## config.mk

```make
export PLATFORM = sky130hd
export DESIGN_NAME = pipe_stage_reg
export DESIGN_NICKNAME = d
export VERILOG_FILES = /design/src/rtl/pipe_pkg.sv /design/src/rtl/pipe_stage_reg.sv
export SDC_FILE = /design/constraint.sdc
export NUM_CORES = 1
export LEC_CHECK = 0
export CAP_MARGIN = 20
export CORE_MARGIN = 1.5
export CORE_UTILIZATION = 44
export DETAILED_ROUTE_END_ITERATION = 16
export GPL_TIMING_DRIVEN = 0
export PLACE_DENSITY = 0.8
export SYNTH_ARGS = -nofsm -noshare
export SYNTH_HDL_FRONTEND = slang
export SYNTH_SLANG_ARGS = --single-unit
export TNS_END_PERCENT = 5
```

## constraint.sdc

```tcl
create_clock -name clk -period 2.7 [get_ports clk]
set_clock_uncertainty 0.15 [all_clocks]
set_input_delay 0.27 -clock clk [delete_from_list [all_inputs] [get_ports clk]]
set_output_delay 0.27 -clock clk [all_outputs]
set_load 0.03 [all_outputs]
```

## src/rtl/pipe_pkg.sv

```systemverilog
// Shared constants for the MIPS pipeline-stage registers: control-bit
// positions within the control vector and the default field widths.
package pipe_pkg;

  localparam int PC_W = 32;
  localparam int RW_W = 5;

  localparam int CTRL_REGWRITE = 0;
  localparam int CTRL_MEMTOREG = 1;
  localparam int CTRL_JAL      = 2;
  localparam int CTRL_JALR     = 3;
  localparam int CTRL_MEMWRITE = 4;
  localparam int CTRL_BRANCH   = 5;

endpackage

```

## src/rtl/pipe_stage_reg.sv

```systemverilog
// Generic MIPS pipeline-stage register (IF/ID, ID/EX, EX/MEM, MEM/WR) with a
// valid/ready handshake, a one-entry skid buffer, flush squash and ctrl gating.
module pipe_stage_reg #(
  parameter int DATA_W    = 64,
  parameter int CTRL_W    = 8,
  parameter int RW_W      = pipe_pkg::RW_W,
  parameter int GATE_CTRL = 1,
  parameter int CNT_W     = 16
) (
  input  logic                      clk,
  input  logic                      rst_n,
  input  logic                      in_valid,
  output logic                      in_ready,
  input  logic [pipe_pkg::PC_W-1:0] in_pc,
  input  logic [pipe_pkg::PC_W-1:0] in_pc_plus4,
  input  logic [pipe_pkg::PC_W-1:0] in_inst,
  input  logic [RW_W-1:0]           in_rw,
  input  logic [DATA_W-1:0]         in_data,
  input  logic [CTRL_W-1:0]         in_ctrl,
  input  logic                      flush,
  output logic                      out_valid,
  input  logic                      out_ready,
  output logic [pipe_pkg::PC_W-1:0] out_pc,
  output logic [pipe_pkg::PC_W-1:0] out_pc_plus4,
  output logic [pipe_pkg::PC_W-1:0] out_inst,
  output logic [RW_W-1:0]           out_rw,
  output logic [DATA_W-1:0]         out_data,
  output logic [CTRL_W-1:0]         out_ctrl,
  output logic [CNT_W-1:0]          squash_cnt
);
  import pipe_pkg::*;

  function automatic logic [CNT_W-1:0] sat_add(input logic [CNT_W-1:0] a,
                                               input logic [1:0]       b);
    logic [CNT_W:0] s;
    s = {1'b0, a} + {{(CNT_W - 1){1'b0}}, b};
    return s[CNT_W] ? '1 : s[CNT_W-1:0];
  endfunction

  logic              main_valid, skid_valid;
  logic [PC_W-1:0]   main_pc, main_pc_plus4, main_inst;
  logic [RW_W-1:0]   main_rw;
  logic [DATA_W-1:0] main_data;
  logic [CTRL_W-1:0] main_ctrl;
  logic [PC_W-1:0]   skid_pc, skid_pc_plus4, skid_inst;
  logic [RW_W-1:0]   skid_rw;
  logic [DATA_W-1:0] skid_data;
  logic [CTRL_W-1:0] skid_ctrl;

  logic       accept, main_drain;
  logic [1:0] squash_inc;

  // in_ready depends only on registered skid state, never on out_ready
  assign in_ready   = rst_n & ~skid_valid;
  assign accept     = in_valid & in_ready;
  assign main_drain = ~main_valid | out_ready;
  assign squash_inc = {1'b0, main_valid} + {1'b0, skid_valid} + {1'b0, accept};

  always_ff @(posedge clk) begin
    if (!rst_n) begin
      main_valid    <= 1'b0;
      skid_valid    <= 1'b0;
      squash_cnt    <= '0;
      main_pc       <= '0;
      main_pc_plus4 <= '0;
      main_inst     <= '0;
      main_rw       <= '0;
      main_data     <= '0;
      main_ctrl     <= '0;
      skid_pc       <= '0;
      skid_pc_plus4 <= '0;
      skid_inst     <= '0;
      skid_rw       <= '0;
      skid_data     <= '0;
      skid_ctrl     <= '0;
    end else if (flush) begin
      main_valid <= 1'b0;
      skid_valid <= 1'b0;
      squash_cnt <= sat_add(squash_cnt, squash_inc);
    end else if (main_drain) begin
      if (skid_valid) begin
        main_valid    <= 1'b1;
        main_pc       <= skid_pc;
        main_pc_plus4 <= skid_pc_plus4;
        main_inst     <= skid_inst;
        main_rw       <= skid_rw;
        main_data     <= skid_data;
        main_ctrl     <= skid_ctrl;
        skid_valid    <= accept;
        if (accept) begin
          skid_pc       <= in_pc;
          skid_pc_plus4 <= in_pc_plus4;
          skid_inst     <= in_inst;
          skid_rw       <= in_rw;
          skid_data     <= in_data;
          skid_ctrl     <= in_ctrl;
        end
      end else begin
        main_valid <= accept;
        if (accept) begin
          main_pc       <= in_pc;
          main_pc_plus4 <= in_pc_plus4;
          main_inst     <= in_inst;
          main_rw       <= in_rw;
          main_data     <= in_data;
          main_ctrl     <= in_ctrl;
        end
      end
    end else if (accept) begin
      // main is full and stalled: park the beat in the skid entry
      skid_valid    <= 1'b1;
      skid_pc       <= in_pc;
      skid_pc_plus4 <= in_pc_plus4;
      skid_inst     <= in_inst;
      skid_rw       <= in_rw;
      skid_data     <= in_data;
      skid_ctrl     <= in_ctrl;
    end
  end

  assign out_valid    = main_valid;
  assign out_pc       = main_pc;
  assign out_pc_plus4 = main_pc_plus4;
  assign out_inst     = main_inst;
  assign out_rw       = main_rw;
  assign out_data     = main_data;
  // a bubble must never assert RegWrite/MemWrite downstream
  assign out_ctrl     = ((GATE_CTRL != 0) && !main_valid) ? '0 : main_ctrl;

endmodule

```

==> results.json <==
{
  "ctsHoldBuffers": 0,
  "stdcell_area_um2": 20120,
  "wl_per_cell_um": 18.34,
  "vias": 13280,
  "cts.sinks": 364,
  "fin_crit_ns": 2.607,
  "fmax_mhz": 383.6,
  "r2r_cells": 10,
  "syn_area_um2": 14410,
  "worst_ep_required_time_ns": 2.99,
  "synth.distinct_cells": 34,
  "worstSetupStartpointType": "flip-flop",
  "hold_depth": 3,
  "relSlewSlack": 0.3443,
  "hold_viol": 0,
  "cts_tree": "done",
  "p_int_mw": 9.484,
  "criticalPathCategory": "flip-flop to flip-flop",
  "clkSlewWorstSetupHoldPaths_ns": 0.06,
  "synth_fa_ha_area_frac": 0.004515,
  "synth_top_area_share": 0.5056,
  "syn_inst": 1628,
  "grt_use_met2": 0.4565,
  "fillCellCount": 2671,
  "fp.coreArea_um2": 32370,
  "grt-busiest-layer": "met2",
  "grt_setup_unrepaired": "true",
  "grt_pass1_vias": 13090,
  "grt_pass1_wl_mm": 70.05,
  "cp.arrival_ns": 2.90,
  "synth_area_leader_cell": "dfxtp_1",
  "tightest_slew_ns": 0.9836,
  "worst_hold_path.endpoint": "skid_inst[9]",
  "clockBufferDepth": 3,
  "seqPwrFrac": 0.448,
  "ant_nets": 0,
  "placed_cells_incl_taps": 2438,
  "grt_max_degree": 20,
  "cellPowerDensity_nw_per_um2": 623.6,
  "vias_per_cell": 5.274,
  "wl_mm": 46.17,
  "postPlaceCellArea_um2": 18650,
  "die_y_um": 184.0,
  "layout_commonest_cell": "clkdlybuf4s50_1",
  "port_buffers": 368,
  "max-vdd-ir-drop_mv": 0.4265,
  "avgSynthCellArea_um2": 8.852,
  "met3_usage": 0.08201,
  "r2r_start": "skid_valid",
  "dr.pass1.iters": 5,
  "drtIter0Drc": 638,
  "leakage_nw": 6.704,
  "dpl.hpwl_mm": 33.85,
  "min_from": "in_inst[9]",
  "p_comb_frac": 0.115,
  "initial_core_util": 0.4452,
  "rr_endpoint": "squash_cnt[11]",
  "p_sw_mw": 3.064,
  "ctsHtreeMaxLevel": 2,
  "io_pins": 369,
  "min_path_type": "primary input to flip-flop",
  "p_clk_frac": 0.437,
  "synth_xor_area_frac": 0.006077,
  "synth_compound_area_frac": 0.1594,
  "slew_viol_final": 0,
  "synth_top_family_by_area": "compound AO/OA/AOI/OAI gates",
  "status": "finished clean",
  "fin_nets": 2225,
  "dieWidth_um": 184.0,
  "cap_violations": 0,
  "final_cell_count_no_fill": 2518,
  "ys_warn_count": 0,
  "crit_slowest_cell": "fa_1",
  "synth-simple-area-share": 0.1569,
  "rrSetupSlack_ns": 0.09,
  "endpoint_kind": "flip-flop",
  "synth.net_count": 1810,
  "path_buf_inv": 2,
  "crit_path_max_fanout": 5,
  "die_area_um2": 33850,
  "rows": 66,
  "cts_root_buf": "clkbuf_16",
  "finalSetupViolCount": 0,
  "insertion_delay_ns": 0.51,
  "cp_cell_sequence": "nand3b_1 -> inv_1 -> fa_1 -> ha_4 -> fa_2 -> nand3_4 -> nor4_4 -> nand4_2 -> buf_6 -> a21oi_4",
  "areaGrowthSynthToFinish_pct": 39.61,
  "holdWs_ns": 0.1684,
  "synth-seq-area-share": 0.5056,
  "layout_common_cells": "clkdlybuf4s50_1 (367), dfxtp_1 (363), nand2_1 (351)",
  "grt_usage": 0.2649,
  "antenna_found_initial": 6,
  "cts_buffers": 39,
  "synth_mux_area_frac": 0.1215,
  "yosys-top-cells-area": "dfxtp_1 (51%), mux2i_1 (12%), nand2_1 (9.1%)",
  "utilization": 0.6215,
  "use_met1": 0.3008,
  "critPathTopFamily": "adder cells",
  "cp.depth": 10,
  "synth-seq-cells": 364,
  "finalWeightedCongestion": 0.8975,
  "critPathMaxStageDelay_ns": 0.54,
  "drive_gt1_frac": 0.09122,
  "critPathLaunch": "skid_valid",
  "fin_tns_setup_ns": 0,
  "post-route-period-util": 0.9656,
  "grt_overflow_total": 0,
  "drc": 0,
  "netSwitchingFraction": 0.2442
}
## synth_stat cells, drive strengths merged
cell	instances
nor4	5
nand2b	2
a21o	2
nor3b	1
or3	1
nand4b	1
a211oi	174
buf	96
nand4	5
nand2	351
clkbuf	42
a31oi	1
nand3	4
ha	2
fa	2
mux2i	175
and2	8
a21oi	190
and3	2
dfxtp	364
xor2	1
inv	4
nor3	7
nor2	178
xnor2	9
nand3b	1
## worst register-to-register path: stages (launching register included)
cell and delay (ns):
dfxtp_4 0.37, nand3b_1 0.14, inv_1 0.07, fa_1 0.54, ha_4 0.16, fa_2 0.23
nand3_4 0.10, nor4_4 0.22, nand4_2 0.21, buf_6 0.20, a21oi_4 0.16
## worst max-delay path by stage
stage,end,slack (ns)
after global placement,in_ready,-1.0
after floorplan,squash_cnt[3],0.13
final,squash_cnt[11],0.09
after CTS,squash_cnt[10],-0.06
after detailed placement,in_ready,-0.99
after global routing,squash_cnt[11],-0.004
## flip-flops by register name, summed over array words and instances, names as in the netlist
register	cells
squash_cnt	16
skid_valid	1
out_inst	32
out_rw	5
main_ctrl	8
skid_rw	5
skid_ctrl	8
skid_pc	32
out_pc	32
skid_pc_plus4	32
out_valid	1
out_pc_plus4	32
skid_data	64
out_data	64
skid_inst	32
## what timing repair did
action,CTS,global route
hold endpoints to repair,0,0
setup buffers,5,2
endpoints found under the setup margin,17,16
cloned,1,0
resized for setup,12,11
pin swaps,6,6
## kinds of logic (layout without fill, tap and decap cells)
| logic type | count (synthesis) | after routing |
|---|---|---|
| buffers and inverters | 142 | 586 |
| muxes | 175 | 175 |
| other | 0 | 4 |
| AOI/OAI and AO/OA | 367 | 367 |
| adders and majority gates | 4 | 4 |
| and+or+nand+nor | 566 | 566 |
| DFF | 364 | 364 |
| xor gates and xnor gates | 10 | 10 |
## through the flow
stage                     power [mW]  setup slack (ns)
after CTS                      12.62          -0.06058
after floorplan                6.406            0.1325
after detailed placement       7.165           -0.9942
after global routing           12.96         -0.003841
final                          12.55           0.09285
after global placement         7.141           -0.9988
## power groups by stage
stage               clock network (mW)  registers, mW  logic, mW
floorplan                            0           5.98      0.425
detailed placement                   0           5.73       1.43
CTS                               5.56           5.62       1.44
global placement                     0           5.73       1.41
finish                            5.49           5.62       1.44
global route                      5.79           5.63       1.54
## metal layers
layer / wire length [um] / up-vias
met5: 0 / -
met4: 1806 / 0
met3: 4403 / 106
met2: 21820 / 486
met1: 18140 / 6256
li1: - / 6432
## final cells by class
class | instances | area [um2] | area share
sequential | 364 | 7291 | 0.3624
multi-input combinational | 1122 | 6529 | 0.3245
timing repair buffer | 376 | 3750 | 0.1864
clock buffer | 57 | 1176 | 0.05846
buffer | 136 | 643.1 | 0.03197
tap | 442 | 553.0 | 0.02749
clock inverter | 13 | 152.6 | 0.007587
inverter | 4 | 15.01 | 0.0007463
antenna | 4 | 10.01 | 0.0004975
No activity file was read; power rests on OpenSTA's default activity.
